### config.mk
export PLATFORM = sky130hd
export DESIGN_NAME = copy_scheduler
export DESIGN_NICKNAME = d
export VERILOG_FILES = /design/src/rtl/copy_scheduler.sv
export SDC_FILE = /design/constraint.sdc
export NUM_CORES = 1
export LEC_CHECK = 0
export CAP_MARGIN = 30
export CORE_ASPECT_RATIO = 0.7
export CORE_MARGIN = 4
export CORE_UTILIZATION = 35
export DETAILED_ROUTE_END_ITERATION = 8
export PLACE_DENSITY = 0.6
export SYNTH_ARGS = -nofsm -noshare
export SYNTH_HDL_FRONTEND = slang
export SYNTH_SLANG_ARGS = --single-unit
### constraint.sdc
create_clock -name clk -period 4.6 [get_ports clk]
set_clock_uncertainty 0.1 [all_clocks]
set_input_delay 0.92 -clock clk [delete_from_list [all_inputs] [get_ports clk]]
set_output_delay 0.92 -clock clk [all_outputs]
set_load 0.05 [all_outputs]
### src/rtl/copy_scheduler.sv
// copy_scheduler: walks a register table of sprite draw jobs once per frame
// and feeds each valid, fully on-screen job to the copy engine through a
// 4-phase execute/status handshake. Jobs are loaded into the output registers
// on entry to FETCH, so the engine-facing fields settle one cycle before
// execute rises and stay put until the job's status has cleared.
module copy_scheduler #(
  parameter int SrcAddrWidth = 14,
  parameter int Depth        = 16,
  parameter int SizeWidth    = 7,
  parameter int ScreenW      = 640,
  parameter int ScreenH      = 480,
  localparam int IdxW        = $clog2(Depth)
) (
  input  logic                    clk,
  input  logic                    reset_n,
  input  logic                    frame_sync,
  input  logic                    cmd_we,
  input  logic [IdxW-1:0]         cmd_idx,
  input  logic                    cmd_valid,
  input  logic [9:0]              cmd_x,
  input  logic [9:0]              cmd_y,
  input  logic [SizeWidth-1:0]    cmd_w,
  input  logic [SizeWidth-1:0]    cmd_h,
  input  logic [SrcAddrWidth-1:0] cmd_src,
  output logic [9:0]              dest_x_start,
  output logic [9:0]              dest_x_end,
  output logic [9:0]              dest_y_start,
  output logic [9:0]              dest_y_end,
  output logic [SrcAddrWidth-1:0] src_addr_start,
  output logic                    execute,
  input  logic                    status,
  output logic                    busy,
  output logic                    overrun,
  output logic [IdxW:0]           jobs_issued,
  output logic [IdxW:0]           jobs_skipped
);

  localparam int         CntW        = IdxW + 1;
  localparam logic [10:0] LP_SCREEN_W = 11'(ScreenW);
  localparam logic [10:0] LP_SCREEN_H = 11'(ScreenH);
  localparam logic [IdxW-1:0] LP_LAST = IdxW'(Depth - 1);

  typedef enum logic [2:0] {
    ST_IDLE    = 3'd0,
    ST_FETCH   = 3'd1,
    ST_ISSUE   = 3'd2,
    ST_RELEASE = 3'd3,
    ST_ADVANCE = 3'd4
  } state_t;

  // Job table
  logic [Depth-1:0]        r_tbl_valid;
  logic [9:0]              r_tbl_x   [Depth];
  logic [9:0]              r_tbl_y   [Depth];
  logic [SizeWidth-1:0]    r_tbl_w   [Depth];
  logic [SizeWidth-1:0]    r_tbl_h   [Depth];
  logic [SrcAddrWidth-1:0] r_tbl_src [Depth];

  // Control state
  state_t          r_state;
  state_t          w_state_nxt;
  logic [IdxW-1:0] r_idx;
  logic            r_frame_q;
  logic            w_start;

  // Current job (latched on entry to FETCH)
  logic                    r_cur_valid;
  logic                    r_w_zero;
  logic                    r_h_zero;
  logic [10:0]             r_x_end;
  logic [10:0]             r_y_end;
  logic [9:0]              r_dest_x;
  logic [9:0]              r_dest_y;
  logic [SrcAddrWidth-1:0] r_src;

  // Registered status outputs
  logic            r_execute;
  logic            r_busy;
  logic            r_overrun;
  logic [CntW-1:0] r_jobs_issued;
  logic [CntW-1:0] r_jobs_skipped;

  // Table read port (next entry to fetch, with same-cycle write forwarding)
  logic [IdxW-1:0]         w_rd_idx;
  logic                    w_rd_valid;
  logic [9:0]              w_rd_x;
  logic [9:0]              w_rd_y;
  logic [SizeWidth-1:0]    w_rd_w;
  logic [SizeWidth-1:0]    w_rd_h;
  logic [SrcAddrWidth-1:0] w_rd_src;

  // Control strobes
  logic w_reject;
  logic w_load;
  logic w_walk_begin;
  logic w_skip;
  logic w_done;
  logic w_overrun_set;

  assign w_start = frame_sync & ~r_frame_q;

  // Table valid bits: cleared by reset, written whenever cmd_we is high
  always_ff @(posedge clk or negedge reset_n) begin
    if (!reset_n) begin
      r_tbl_valid <= {Depth{1'b0}};
    end else if (cmd_we) begin
      r_tbl_valid[cmd_idx] <= cmd_valid;
    end
  end

  // Table payload: no reset needed, an entry is meaningless while its valid bit is 0
  always_ff @(posedge clk) begin
    if (cmd_we) begin
      r_tbl_x[cmd_idx]   <= cmd_x;
      r_tbl_y[cmd_idx]   <= cmd_y;
      r_tbl_w[cmd_idx]   <= cmd_w;
      r_tbl_h[cmd_idx]   <= cmd_h;
      r_tbl_src[cmd_idx] <= cmd_src;
    end
  end

  // Select the entry about to be fetched; a write landing this cycle wins
  always_comb begin
    if (r_state == ST_IDLE) begin
      w_rd_idx = {IdxW{1'b0}};
    end else begin
      w_rd_idx = r_idx + IdxW'(1);
    end
    if (cmd_we && (cmd_idx == w_rd_idx)) begin
      w_rd_valid = cmd_valid;
      w_rd_x     = cmd_x;
      w_rd_y     = cmd_y;
      w_rd_w     = cmd_w;
      w_rd_h     = cmd_h;
      w_rd_src   = cmd_src;
    end else begin
      w_rd_valid = r_tbl_valid[w_rd_idx];
      w_rd_x     = r_tbl_x[w_rd_idx];
      w_rd_y     = r_tbl_y[w_rd_idx];
      w_rd_w     = r_tbl_w[w_rd_idx];
      w_rd_h     = r_tbl_h[w_rd_idx];
      w_rd_src   = r_tbl_src[w_rd_idx];
    end
  end

  // Bounds check on the latched job (11-bit ends so x+w cannot wrap)
  assign w_reject = r_w_zero | r_h_zero |
                    (r_x_end > LP_SCREEN_W) | (r_y_end > LP_SCREEN_H);

  // FSM state register
  always_ff @(posedge clk or negedge reset_n) begin
    if (!reset_n) begin
      r_state <= ST_IDLE;
    end else begin
      r_state <= w_state_nxt;
    end
  end

  // FSM next-state logic
  always_comb begin
    w_state_nxt = r_state;
    case (r_state)
      ST_IDLE: begin
        if (w_start) begin
          w_state_nxt = ST_FETCH;
        end else begin
          w_state_nxt = ST_IDLE;
        end
      end
      ST_FETCH: begin
        if (!r_cur_valid || w_reject) begin
          w_state_nxt = ST_ADVANCE;
        end else begin
          w_state_nxt = ST_ISSUE;
        end
      end
      ST_ISSUE: begin
        if (status) begin
          w_state_nxt = ST_RELEASE;
        end else begin
          w_state_nxt = ST_ISSUE;
        end
      end
      ST_RELEASE: begin
        if (!status) begin
          w_state_nxt = ST_ADVANCE;
        end else begin
          w_state_nxt = ST_RELEASE;
        end
      end
      ST_ADVANCE: begin
        if (r_idx == LP_LAST) begin
          w_state_nxt = ST_IDLE;
        end else begin
          w_state_nxt = ST_FETCH;
        end
      end
      default: begin
        w_state_nxt = ST_IDLE;
      end
    endcase
  end

  // FSM output decode: strobes that drive the datapath registers
  always_comb begin
    w_walk_begin  = 1'b0;
    w_load        = 1'b0;
    w_skip        = 1'b0;
    w_done        = 1'b0;
    w_overrun_set = 1'b0;
    case (r_state)
      ST_IDLE: begin
        w_walk_begin = w_start;
        w_load       = w_start;
      end
      ST_FETCH: begin
        w_skip        = r_cur_valid & w_reject;
        w_overrun_set = w_start;
      end
      ST_ISSUE: begin
        w_done        = status;
        w_overrun_set = w_start;
      end
      ST_RELEASE: begin
        w_overrun_set = w_start;
      end
      ST_ADVANCE: begin
        w_load        = (r_idx != LP_LAST);
        w_overrun_set = w_start;
      end
      default: begin
        w_overrun_set = w_start;
      end
    endcase
  end

  // Frame edge detector, table index and engine-facing job registers
  always_ff @(posedge clk or negedge reset_n) begin
    if (!reset_n) begin
      r_frame_q   <= 1'b0;
      r_idx       <= {IdxW{1'b0}};
      r_cur_valid <= 1'b0;
      r_w_zero    <= 1'b0;
      r_h_zero    <= 1'b0;
      r_x_end     <= 11'd0;
      r_y_end     <= 11'd0;
      r_dest_x    <= 10'd0;
      r_dest_y    <= 10'd0;
      r_src       <= {SrcAddrWidth{1'b0}};
    end else begin
      r_frame_q <= frame_sync;
      if (w_load) begin
        r_idx       <= w_rd_idx;
        r_cur_valid <= w_rd_valid;
        r_w_zero    <= (w_rd_w == {SizeWidth{1'b0}});
        r_h_zero    <= (w_rd_h == {SizeWidth{1'b0}});
        r_x_end     <= {1'b0, w_rd_x} + 11'(w_rd_w);
        r_y_end     <= {1'b0, w_rd_y} + 11'(w_rd_h);
        r_dest_x    <= w_rd_x;
        r_dest_y    <= w_rd_y;
        r_src       <= w_rd_src;
      end
    end
  end

  // Handshake, busy flag, sticky overrun and per-frame job counters
  always_ff @(posedge clk or negedge reset_n) begin
    if (!reset_n) begin
      r_execute      <= 1'b0;
      r_busy         <= 1'b0;
      r_overrun      <= 1'b0;
      r_jobs_issued  <= {CntW{1'b0}};
      r_jobs_skipped <= {CntW{1'b0}};
    end else begin
      r_execute <= (w_state_nxt == ST_ISSUE);
      r_busy    <= (w_state_nxt != ST_IDLE);
      if (w_overrun_set) begin
        r_overrun <= 1'b1;
      end
      if (w_walk_begin) begin
        r_jobs_issued  <= {CntW{1'b0}};
        r_jobs_skipped <= {CntW{1'b0}};
      end else begin
        if (w_done) begin
          r_jobs_issued <= r_jobs_issued + CntW'(1);
        end
        if (w_skip) begin
          r_jobs_skipped <= r_jobs_skipped + CntW'(1);
        end
      end
    end
  end

  assign dest_x_start   = r_dest_x;
  assign dest_x_end     = r_x_end[9:0];
  assign dest_y_start   = r_dest_y;
  assign dest_y_end     = r_y_end[9:0];
  assign src_addr_start = r_src;
  assign execute        = r_execute;
  assign busy           = r_busy;
  assign overrun        = r_overrun;
  assign jobs_issued    = r_jobs_issued;
  assign jobs_skipped   = r_jobs_skipped;

endmodule

[After elaboration in Yosys (flattened, before gate mapping)]
Memories as Yosys holds them, arrays and structs flattened. A register that Yosys moved wholly into a read port is not among the register bits.
Cells that the tools add are included.
Word-level totals
  input port bits: 58
  bits in registers: 82
  memories kept: 5
  output and inout port bits: 67
  memory bits (writable): 768
Cells by class
  reductions and logical operators: 11
  add/sub/neg operators: 5
  bitwise logic cells: 6
  mux-type cells: 28
  eq/ne operators: 8
  magnitude comparators: 5
Memory list
  r_tbl_src: words 16, bits a word 14, read ports 1, clocked after memory_dff 1, wr ports 1, line 57  | logic [SrcAddrWidth-1:0] r_tbl_src [Depth];
  r_tbl_x: words 16, bits a word 10, read ports 1, clocked after memory_dff 0, wr ports 1, line 53  | logic [9:0] r_tbl_x [Depth];
  r_tbl_y: words 16, bits a word 10, read ports 1, clocked after memory_dff 0, wr ports 1, line 54  | logic [9:0] r_tbl_y [Depth];
  r_tbl_h: words 16, bits a word 7, read ports 1, clocked after memory_dff 0, wr ports 1, line 56  | logic [SizeWidth-1:0] r_tbl_h [Depth];
  r_tbl_w: words 16, bits a word 7, read ports 1, clocked after memory_dff 0, wr ports 1, line 55  | logic [SizeWidth-1:0] r_tbl_w [Depth];
Operators by type and width (count)
  adder 10 x 7 -> 11 bit: 2
  two-way mux 10 bit: 2
  two-way mux 5 bit: 4
  bitwise mux 16 bit: 1
  one-hot mux 3 bit (5 select lines): 1
  zero test 7 bit: 2
  two-way mux 7 bit: 2
  two-way mux 1 bit: 12
  greater-than comparator 11 x 10 -> 1 bit, second input constant: 1
  greater-than comparator 11 x 9 -> 1 bit, second input constant: 1
  adder 5 x 1 -> 5 bit, second input constant: 2
  < comparator 4 x 5 -> 1 bit, second input constant: 2
  equality test 3 x 2 -> 1 bit, second input constant: 3
  two-way mux 3 bit: 2
  adder 4 x 1 -> 4 bit, second input constant: 1
  binary-select mux 1 bit (select 4 bit): 1
  demux 1 bit (select 4 bit): 1
  equality test 4 bit: 1
  equality test 4 bit, second input constant: 1
  greater-or-equal comparator 4 x 1 -> 1 bit, second input constant: 1
  two-way mux 4 bit: 1
  inequality test 4 bit, second input constant: 1
  nonzero test 2 bit: 2
  equality test 3 x 1 -> 1 bit, second input constant: 1
  10 further kinds: 15

[Longest topological paths before layout]
Gate-level depths: netlist of the first run.
  depth after elaboration: 7
  gate-level depth with buffers: 23
  gate-level depth less buffers: 20

[Worst setup path before layout of the first run]
Ideal clock, no wire load.
  path type: input -> register
  from: in cmd_idx[1]
  to: reg r_tbl_valid[12]
  buffers on the path: 1
  cell stages on the path: 3
  arrival time: 5.121 ns
  data required time: 4.419 ns
  path slack: -0.702 ns
  path through: clkbuf_1 > nor3_1 > mux2_2
Between the ends
  cells in the longest elaborated chain, start to end: 5
  elaborated cells between the ends (all ways): 6
RTL lines
  start: declaration: line 18  | input logic [IdxW-1:0] cmd_idx,
  < comparator 4 x 5 -> 1 bit (implied by the code) / greater-or-equal comparator 4 x 1 -> 1 bit (equally long branches): line 107  | r_tbl_valid[cmd_idx] <= cmd_valid;
  logical AND 1 bit (implied by the code): line 107
  two-way mux 1 bit (implied by the code): line 107
  demux 1 bit (select 4 bit) (*): line 107
  bitwise mux 16 bit (*): line 107
  end signal: assignment: line 105  | r_tbl_valid <= {Depth{1'b0}};
  end signal: indexed assignment: line 107
  end: declaration: line 52  | logic [Depth-1:0] r_tbl_valid;
Mark *: on every way between the ends. The rest lies on a longest branch, timed or not.
A chain may end at the register's enable or synchronous reset.

[Worst setup path after layout of the first run]
  from: reg r_idx[0]
  to: reg r_x_end[9]
Between the ends
  cells in the longest elaborated chain, start to end: 6
  elaborated cells between the ends (all ways): 11
RTL lines
  start: declaration: line 62  | logic [IdxW-1:0] r_idx;
  start signal: assignment: line 241  | r_idx <= {IdxW{1'b0}};
  start signal: assignment: line 253  | r_idx <= w_rd_idx;
  adder 4 x 1 -> 4 bit (*): line 127  | w_rd_idx = r_idx + IdxW'(1);
  two-way mux 4 bit (*): line 124  | if (r_state == ST_IDLE) begin
  branches (longest 2 deep; another with memory (16 x 10 bit))
  two-way mux 10 bit (*): line 129  | if (cmd_we && (cmd_idx == w_rd_idx)) begin
  via w_rd_x[2]: line 86  | logic [9:0] w_rd_x;
  adder 10 x 7 -> 11 bit (*): line 257  | r_x_end <= {1'b0, w_rd_x} + 11'(w_rd_w);
  end signal: assignment: line 257
  end: declaration: line 70  | logic [10:0] r_x_end;
Mark *: on every way through the listed nets, which the timed path passes.

==> results of run 1 <==
state kept, by name, indices dropped and copies added, names as in the netlist, 3 cells and up:
register,cells
r_x_end,11
dest_y_start,10
r_tbl_src,224
r_tbl_h,112
dest_x_start,10
r_tbl_valid,16
r_idx,4
src_addr_start,14
r_tbl_x,160
r_tbl_w,112
jobs_skipped,5
r_state,3
jobs_issued,5
r_tbl_y,160
r_y_end,11
timing repair:
item | in CTS | in global routing
pin swaps | 1 | 3
endpoints found under the hold margin | 0 | 0
endpoints found under the setup margin | 3 | 11
setup buffers | 2 | 1
resized for setup | 3 | 18
cell type report:
type                            count  area share, %
Multi-Input combinational cell   1458           21.7
Tap cell                         1336           3.92
Timing Repair Buffer              349           8.06
Clock buffer                      113           5.52
Sequential cell                   864           59.8
Inverter                           13          0.115
Clock inverter                     41          0.916
power groups by stage:
stage	registers (W)	logic [W]	clock network [W]
2_1_floorplan	0.00992	0.00776	0
3_3_place_gp	0.00966	0.0132	0
3_5_place_dp	0.00968	0.0135	0
4_1_cts	0.00953	0.0136	0.00696
5_1_grt	0.00960	0.0149	0.00732
6_report	0.00956	0.0139	0.00687
stage by stage:
stage	hold WS, ns	setup TNS (ns)	cells
5_1_grt	0.322	0	4174
4_1_cts	0.282	0	4173
3_5_place_dp	0.361	-3.54	4017
2_1_floorplan	0.345	-108.06	2528
3_3_place_gp	0.364	-2.26	4015
6_report	0.269	0	4174
worst paths after layout:
check | cells past startpoint | startpoint | to | slack, ns
worst max register to register | 19 | r_idx[0]$_DFFE_PN0P_ | r_x_end[9]$_DFFE_PN0P_ | 0.22
worst min register to register | 1 | overrun$_DFFE_PN0P_ | overrun$_DFFE_PN0P_ | 0.38
worst max-delay path | 19 | r_idx[0]$_DFFE_PN0P_ | r_x_end[9]$_DFFE_PN0P_ | 0.22
worst min-delay path | 1 | reset_n | jobs_skipped[2]$_DFFE_PN0P_ | 0.27
max in group asynchronous | 2 | reset_n | dest_x_start[4]$_DFFE_PN0P_ | 3.19
min in group clk | 1 | overrun$_DFFE_PN0P_ | overrun$_DFFE_PN0P_ | 0.38
cells in the mapped netlist (6+ instances only):
cell | n | area (sq um)
edfxtp_1 | 768 | 23100
nand2_1 | 414 | 1550
nand3_1 | 142 | 711
a21oi_1 | 131 | 656
mux2i_1 | 99 | 991
nor2_1 | 97 | 364
dfrtp_1 | 96 | 2400
buf_2 | 84 | 420
a211oi_1 | 70 | 526
o21ai_0 | 57 | 285
a221oi_1 | 54 | 473
clkbuf_1 | 50 | 188
mux2_2 | 46 | 518
a31oi_1 | 40 | 250
buf_4 | 37 | 278
o21ai_1 | 24 | 120
o31ai_1 | 22 | 165
ha_1 | 17 | 213
a311oi_1 | 16 | 140
buf_1 | 16 | 60.1
a222oi_1 | 13 | 130
inv_1 | 13 | 48.8
nor2b_1 | 13 | 81.3
nor3_1 | 13 | 65.1
a22oi_1 | 12 | 90.1
xor2_1 | 12 | 105
and3_1 | 11 | 68.8
xnor2_1 | 11 | 96.3
o211ai_1 | 9 | 67.6
mux4_2 | 8 | 180
a2bb2oi_1 | 7 | 61.3
nand3b_1 | 7 | 52.6
a22o_1 | 6 | 52.6
buf_6 | 6 | 67.6
nand2b_1 | 6 | 37.5
nand4_1 | 6 | 37.5
o22ai_1 | 6 | 37.5
routing by layer:
metal  vias up  GRT usage, %  wire, um
met5         -             0        20
met4         2          4.05      1760
met3       138          6.44     12200
met2      1158          28.3     45100
met1     11634          28.3     46700
li1      10121             -         -
cells by family after synthesis:
family	synth area share (%)
compound gates	9.98
mux	4.83
simple gates	9.14
flops	71.7
fa+ha+maj	0.712
xor+xnor	0.659
buf+inv	2.99
==> metrics.md, run 1 <==
| Metric | Value |
|---|---|
| Row Count | `97` |
| Largest net degree at the start of global routing | `76` |
| Status | `completed` |
| Clock root buffer | `clkbuf_16` |
| Post-synthesis register bit count | `864` |
| Die ar. | `0.107 sq mm` |
| P_leak | `14.6 nW` |
| Slew Viols, Final | `0` |
| CP Cell Sequence | `ha_4 > xor2_4 > nand2_8 > buf_4 > nand2_1 > a21oi_1 > a221oi_1 > o21ai_0 > a211oi_2 > nor2_1 > ha_1 > buf_4 > a21oi_1 > o21bai_1 > a21oi_1 > o21a_1 > nor3b_2 > xnor2_1 > o21ai_1` |
| Main flop type after synthesis | `edfxtp_1` |
| Number of flops mapped to enable cells by yosys | `768` |
| CP delay by family, top | `compound AO/OA/AOI/OAI gates` |
| Area after DPL | `0.0397 sq mm` |
| Effective utilization at floorplan | `35.4%` |
| Most common cell after layout, fill and taps aside | `edfxtp_1` |
| HPWL after DPL | `65.4 mm` |
| N_diodes | `0` |
| Clk slew on worst S/H paths | `0.06 ns` |
| Placer Congestion | `0.905` |
| Die Wd | `389 um` |
| Slowest stage delay, CP | `0.50 ns` |
| Syn Area/Cell | `14.1 sq um` |
| Core Util, Final | `42.5%` |
| CTS tree | `yes` |
| Clock latency at the later pin of the worst-skew pair | `0.65 ns` |
| Residual DRC | `0` |
| Netlist Area Pre-Place | `0.0355 sq mm` |
| Worst slew pin tran | `1.03 ns` |
| Routed WL | `106 mm` |
| CP Data Arrival Time | `4.82 ns` |
| WL per Instance | `25.4 um` |
| Number of max-cap violations | `0` |
| Number of port buffers | `124` |
| Synth Instances | `2528` |
| Critical Path RT | `5.03 ns` |
| Commonest non-fill, non-tap cells in the layout | `edfxtp_1 (768), nand2_1 (413), buf_4 (184)` |
| Net Sw Frac | `39.4%` |
| Die Y | `275 um` |
| Power per cell area | `711 mW/mm^2` |
| Worst-path fanout max | `15` |
| # fillers | `8917` |
| Setup WS pre-CTS | `-0.451 ns` |
| RSZ-0062 raised after global routing | `false` |
| Final number of hold-violating endpoints | `0` |
| IR drop worst, VDD | `0.000577 V` |
| Clock network fraction of total power | `22.7%` |
| Final worst path period share | `95.3%` |
| Sequential fraction of the synthesis area | `71.7%` |
| CTS Hold Bufs | `0` |
| Antenna violations before repair | `2` |
| Fraction of registers with async set/reset | `11.1%` |
| Startpoint types | `flop` |
| Clock period minus worst slack | `4.38 ns` |
| Fmax | `228 MHz` |
| Via-to-Cell Ratio | `5.52` |
| Slew HR | `29.4%` |
| Layout cells sized above 1 | `16.4%` |
| Crit end category | `flop` |
| Crit-path slowest cell | `dfrtp_4` |
| Tot Pwr | `0.0303 W` |
| NetSw | `0.0119 W` |
| CP Class | `reg -> reg` |
| Gr ovfl total | `0` |
| Min-Delay Path Class | `in -> async` |
| I/O pins | `125` |
| Area of the multi-input gates | `0.00924 sq mm` |
| DR iter-0 viols | `2825` |
| Remaining antenna violation count after routing | `0` |
| Setup violations, final | `0` |
| NumNets Final | `2845` |
| Post-Synthesis Net Count | `2605` |
| GRT Total Usage | `19.4%` |
| Most frequent CP cell | `a21oi_1` |
| Depth of the CTS H-tree | `3` |
| Register share of total power | `31.6%` |
| Num CTS Buffers | `82` |
| Area growth syn-to-layout | `20.0%` |
| Crit path buf inv count | `2` |
| Setup ws final | `0.218 ns` |
| Vias in the first global route | `22.5k` |
| Cell Int Power | `0.0183 W` |
| Sink Count | `864` |
| Drt pass-1 iters | `5` |
| Maximum clock path buffer count | `3` |
| Detailed-route via count | `23.1k` |
| Core ar. | `0.100 sq mm` |
| Cell variety after synth | `87` |
| Design area | `0.0426 sq mm` |
| Global-route wire length before repair | `153 mm` |
| Yosys warning count | `0` |
| Seq. cell area | `0.0255 sq mm` |
| Gate power share | `45.7%` |
(Power assumes the default switching activity.)
==> run 2: changes to the inputs <==
--- a/config.mk
+++ b/config.mk
@@ -5,12 +5,15 @@
 export SDC_FILE = /design/constraint.sdc
 export NUM_CORES = 1
 export LEC_CHECK = 0
+export ABC_AREA = 1
 export CAP_MARGIN = 30
 export CORE_ASPECT_RATIO = 0.7
 export CORE_MARGIN = 4
 export CORE_UTILIZATION = 35
 export DETAILED_ROUTE_END_ITERATION = 8
 export PLACE_DENSITY = 0.6
+export SKIP_CTS_REPAIR_TIMING = 1
 export SYNTH_ARGS = -nofsm -noshare
 export SYNTH_HDL_FRONTEND = slang
 export SYNTH_SLANG_ARGS = --single-unit
+export TNS_END_PERCENT = 5
==> metrics.md, run 2 <==
| Metric | Value |
|---|---|
| Most common cell after layout, fill and taps aside | `edfxtp_1` |
| Setup violations, final | `0 (unchanged)` |
| Clock period minus worst slack | `4.05 ns (-0.336 ns)` |
| WL per Instance | `22.5 um (-11%)` |
| Min-Delay Path Class | `in -> async` |
| Gr ovfl total | `0 (unchanged)` |
| Crit end category | `flop` |
| Clock root buffer | `clkbuf_16` |
| RSZ-0062 raised after global routing | `false` |
| Maximum clock path buffer count | `3 (unchanged)` |
| Setup TNS | `0 ns (unchanged)` |
| Post-synthesis register bit count | `864 (unchanged)` |
| Routed WL | `108 mm (+2.1%)` |
| Die Y | `279 um (+1.7%)` |
| Remaining antenna violation count after routing | `0 (unchanged)` |
| Syn Area/Cell | `11.4 sq um (-19%)` |
| CP Data Arrival Time | `4.49 ns (-0.33 ns)` |
| Via-to-Cell Ratio | `5.22 (-5.6%)` |
| Synth top area cells | `edfxtp_1 (63%), nand3_1 (7.9%), nand2_1 (7.8%), dfrtp_1 (6.5%), nor2_1 (2.3%)` |
| Number of max-cap violations | `0 (unchanged)` |
| Most flops, register | `r_tbl_src` |
| Synth area leader | `edfxtp_1` |
| IR drop worst, VDD | `0.000593 V (+2.9%)` |
| Status | `completed` |
| Net Sw Frac | `41.2% (+1.8 points)` |
| Setup WS pre-CTS | `0.288 ns (+0.739 ns)` |
| Detailed-route via count | `25.1k (+8.8%)` |
| Main flop type after synthesis | `edfxtp_1` |
| Antenna violations before repair | `5 (+3)` |
| Depth of the CTS H-tree | `3 (unchanged)` |
| Worst-path fanout max | `62 (+47)` |
| Residual DRC | `0 (unchanged)` |
| Fraction of registers with async set/reset | `11.1% (unchanged)` |
| Yosys warning count | `0 (unchanged)` |
| DR iter-0 viols | `3119 (+10%)` |
| Effective utilization at floorplan | `35.3% (-0.10 points)` |
| Netlist Area Pre-Place | `0.0368 sq mm (+3.5%)` |
| Core ar. | `0.104 sq mm (+3.8%)` |
| Vias in the first global route | `23.6k (+5.0%)` |
| Clock latency at the later pin of the worst-skew pair | `0.67 ns (+0.02 ns)` |
| Largest net degree at the start of global routing | `108 (+42%)` |
| P_leak | `16.0 nW (+9.5%)` |
| Row Count | `99 (+2.1%)` |
| Commonest non-fill, non-tap cells in the layout | `edfxtp_1 (768), nand2_1 (759), nand3_1 (578)` |
| Clk slew on worst S/H paths | `0.06 ns (about the same)` |
| Critical Path RT | `5.05 ns (+0.02 ns)` |
| Final worst path period share | `88.0% (-7.3 points)` |
| NetSw | `0.0117 W (-1.6%)` |
| Area growth syn-to-layout | `16.1%` |
| Clock network fraction of total power | `24.6% (+1.9 points)` |
| CP Class | `reg -> reg` |
| Worst slew pin tran | `0.882 ns (-0.151 ns)` |
| Most instantiated library cell after synthesis | `edfxtp_1` |
| Largest registers | `r_tbl_src (224), r_tbl_x (160), r_tbl_y (160)` |
| Num CTS Buffers | `82 (unchanged)` |
| Power per cell area | `668 mW/mm^2 (-6.0%)` |
| Number of flops mapped to enable cells by yosys | `768 (unchanged)` |
| Number of port buffers | `124 (unchanged)` |
| HPWL after DPL | `60.6 mm (-7.3%)` |
| Layout cells sized above 1 | `8.05% (-8.4 points)` |
| Die ar. | `0.110 sq mm (+3.4%)` |
| Final number of hold-violating endpoints | `0 (unchanged)` |
| Slew Viols, Final | `0 (unchanged)` |
| NumNets Final | `3400 (+20%)` |
| Synth Instances | `3227 (+28%)` |
| Most frequent cells after synthesis | `edfxtp_1 (768), nand2_1 (760), nand3_1 (579)` |
| Number of flip-flops in the largest register | `224 (unchanged)` |
| Drt pass-1 iters | `6 (+1)` |
| Register share of total power | `33.4% (+1.8 points)` |
| Post-Synthesis Net Count | `3304 (+27%)` |
| Placer Congestion | `0.813 (-10%)` |
| Startpoint types | `flop` |
| Sequential fraction of the synthesis area | `69.3% (-2.4 points)` |
| Slew HR | `41.1% (+12 points)` |
| Die Wd | `395 um (+1.7%)` |
| Synth top area share | `62.7% (-2.2 points)` |
| Global-route wire length before repair | `160 mm (+4.4%)` |
| GRT Total Usage | `19.2% (-0.21 points)` |
| CTS tree | `yes` |
| Sink Count | `864 (unchanged)` |
| Setup ws final | `0.554 ns (+0.336 ns)` |
| Fmax | `247 MHz (+8.3%)` |
| I/O pins | `125 (unchanged)` |
| Cell variety after synth | `42 (-52%)` |
| Gate power share | `42.0% (-3.7 points)` |
| Cell Int Power | `0.0168 W (-8.6%)` |
-- run 2: final cells by class --
cell class	instances	area [sq um]
diodes	2	5.00
clock buffers	99	2170
clock inverters	53	562
fillers	9824	61500
inverters	208	796
multi-input cells	1940	9420
flip-flops and latches	864	25500
well taps	1414	1770
repair buffers	227	2500
-- run 2: cells by family after synthesis --
kind of cell / count (synthesis) / synth area share [%]
AO/OA/AOI/OAI: 239 / 4.21
XOR/XNOR: 10 / 0.238
adder cells (fa/ha/maj): 19 / 0.688
buffers and inverters: 423 / 5.51
flip-flops: 864 / 69.3
AND/OR/NAND/NOR: 1672 / 20.1
-- run 2: metal layers --
metal,vias up,track usage (%),share of wire [%]
met1,12266,29.9,46
li1,11488,-,-
met4,6,4.35,1.9
met5,-,0,0.034
met3,148,4.45,10
met2,1164,27.0,41
-- run 2: critical path, cell delays in order, from the launching register on --
cell     delay (ns)
dfrtp_1        0.46
ha_1           0.43
nand2_8        0.25
buf_12         0.33
buf_4          0.25
nor2_1         0.05
o21ai_0        0.07
nand3_1        0.13
nand3_1        0.10
nand3_1        0.16
nand2_1        0.19
inv_1          0.07
ha_1           0.35
nand2_1        0.10
nand2_1        0.07
a21oi_1        0.08
o21ai_0        0.26
nand3_1        0.16
inv_1          0.10
nand2_1        0.05
nand2_1        0.06
nand2_1        0.04
-- run 2: power groups by stage --
| stage | clock (W) | sequential (W) | combinational [W] |
|---|---|---|---|
| 2_1_floorplan | 0 | 0.00998 | 0.00809 |
| 3_3_place_gp | 0 | 0.00967 | 0.0118 |
| 3_5_place_dp | 0 | 0.00967 | 0.0119 |
| 4_1_cts | 0.00713 | 0.00951 | 0.0119 |
| 5_1_grt | 0.00745 | 0.00956 | 0.0133 |
| 6_report | 0.00700 | 0.00953 | 0.0120 |
-- run 2: stage by stage --
stage / cell area, sq um / hold slack [ns] / util [%] / power, W / std cells
2_1_floorplan: 36800 / 0.350 / - / 0.0181 / 3227
3_3_place_gp: 39900 / 0.356 / 38.3 / 0.0214 / 4652
3_5_place_dp: 40000 / 0.373 / 38.4 / 0.0216 / 4653
4_1_cts: 42700 / 0.220 / 41.0 / 0.0286 / 4805
5_1_grt: 42700 / 0.238 / 41.0 / 0.0303 / 4805
6_report: 42700 / 0.208 / 41.0 / 0.0285 / 4807
-- run 2: worst paths after layout --
kind                                      start                endpoint  slack [ns]  depth (start not counted)
max                        r_idx[0]$_DFFE_PN0P_  r_y_end[9]$_DFFE_PN0P_        0.55                         21
min                                     reset_n     overrun$_DFFE_PN0P_        0.21                          1
max reg2reg                r_idx[0]$_DFFE_PN0P_  r_y_end[9]$_DFFE_PN0P_        0.55                         21
min reg2reg                 overrun$_DFFE_PN0P_     overrun$_DFFE_PN0P_        0.39                          1
max in group asynchronous               reset_n  r_y_end[4]$_DFFE_PN0P_        3.23                          2
min in group clk            overrun$_DFFE_PN0P_     overrun$_DFFE_PN0P_        0.39                          1
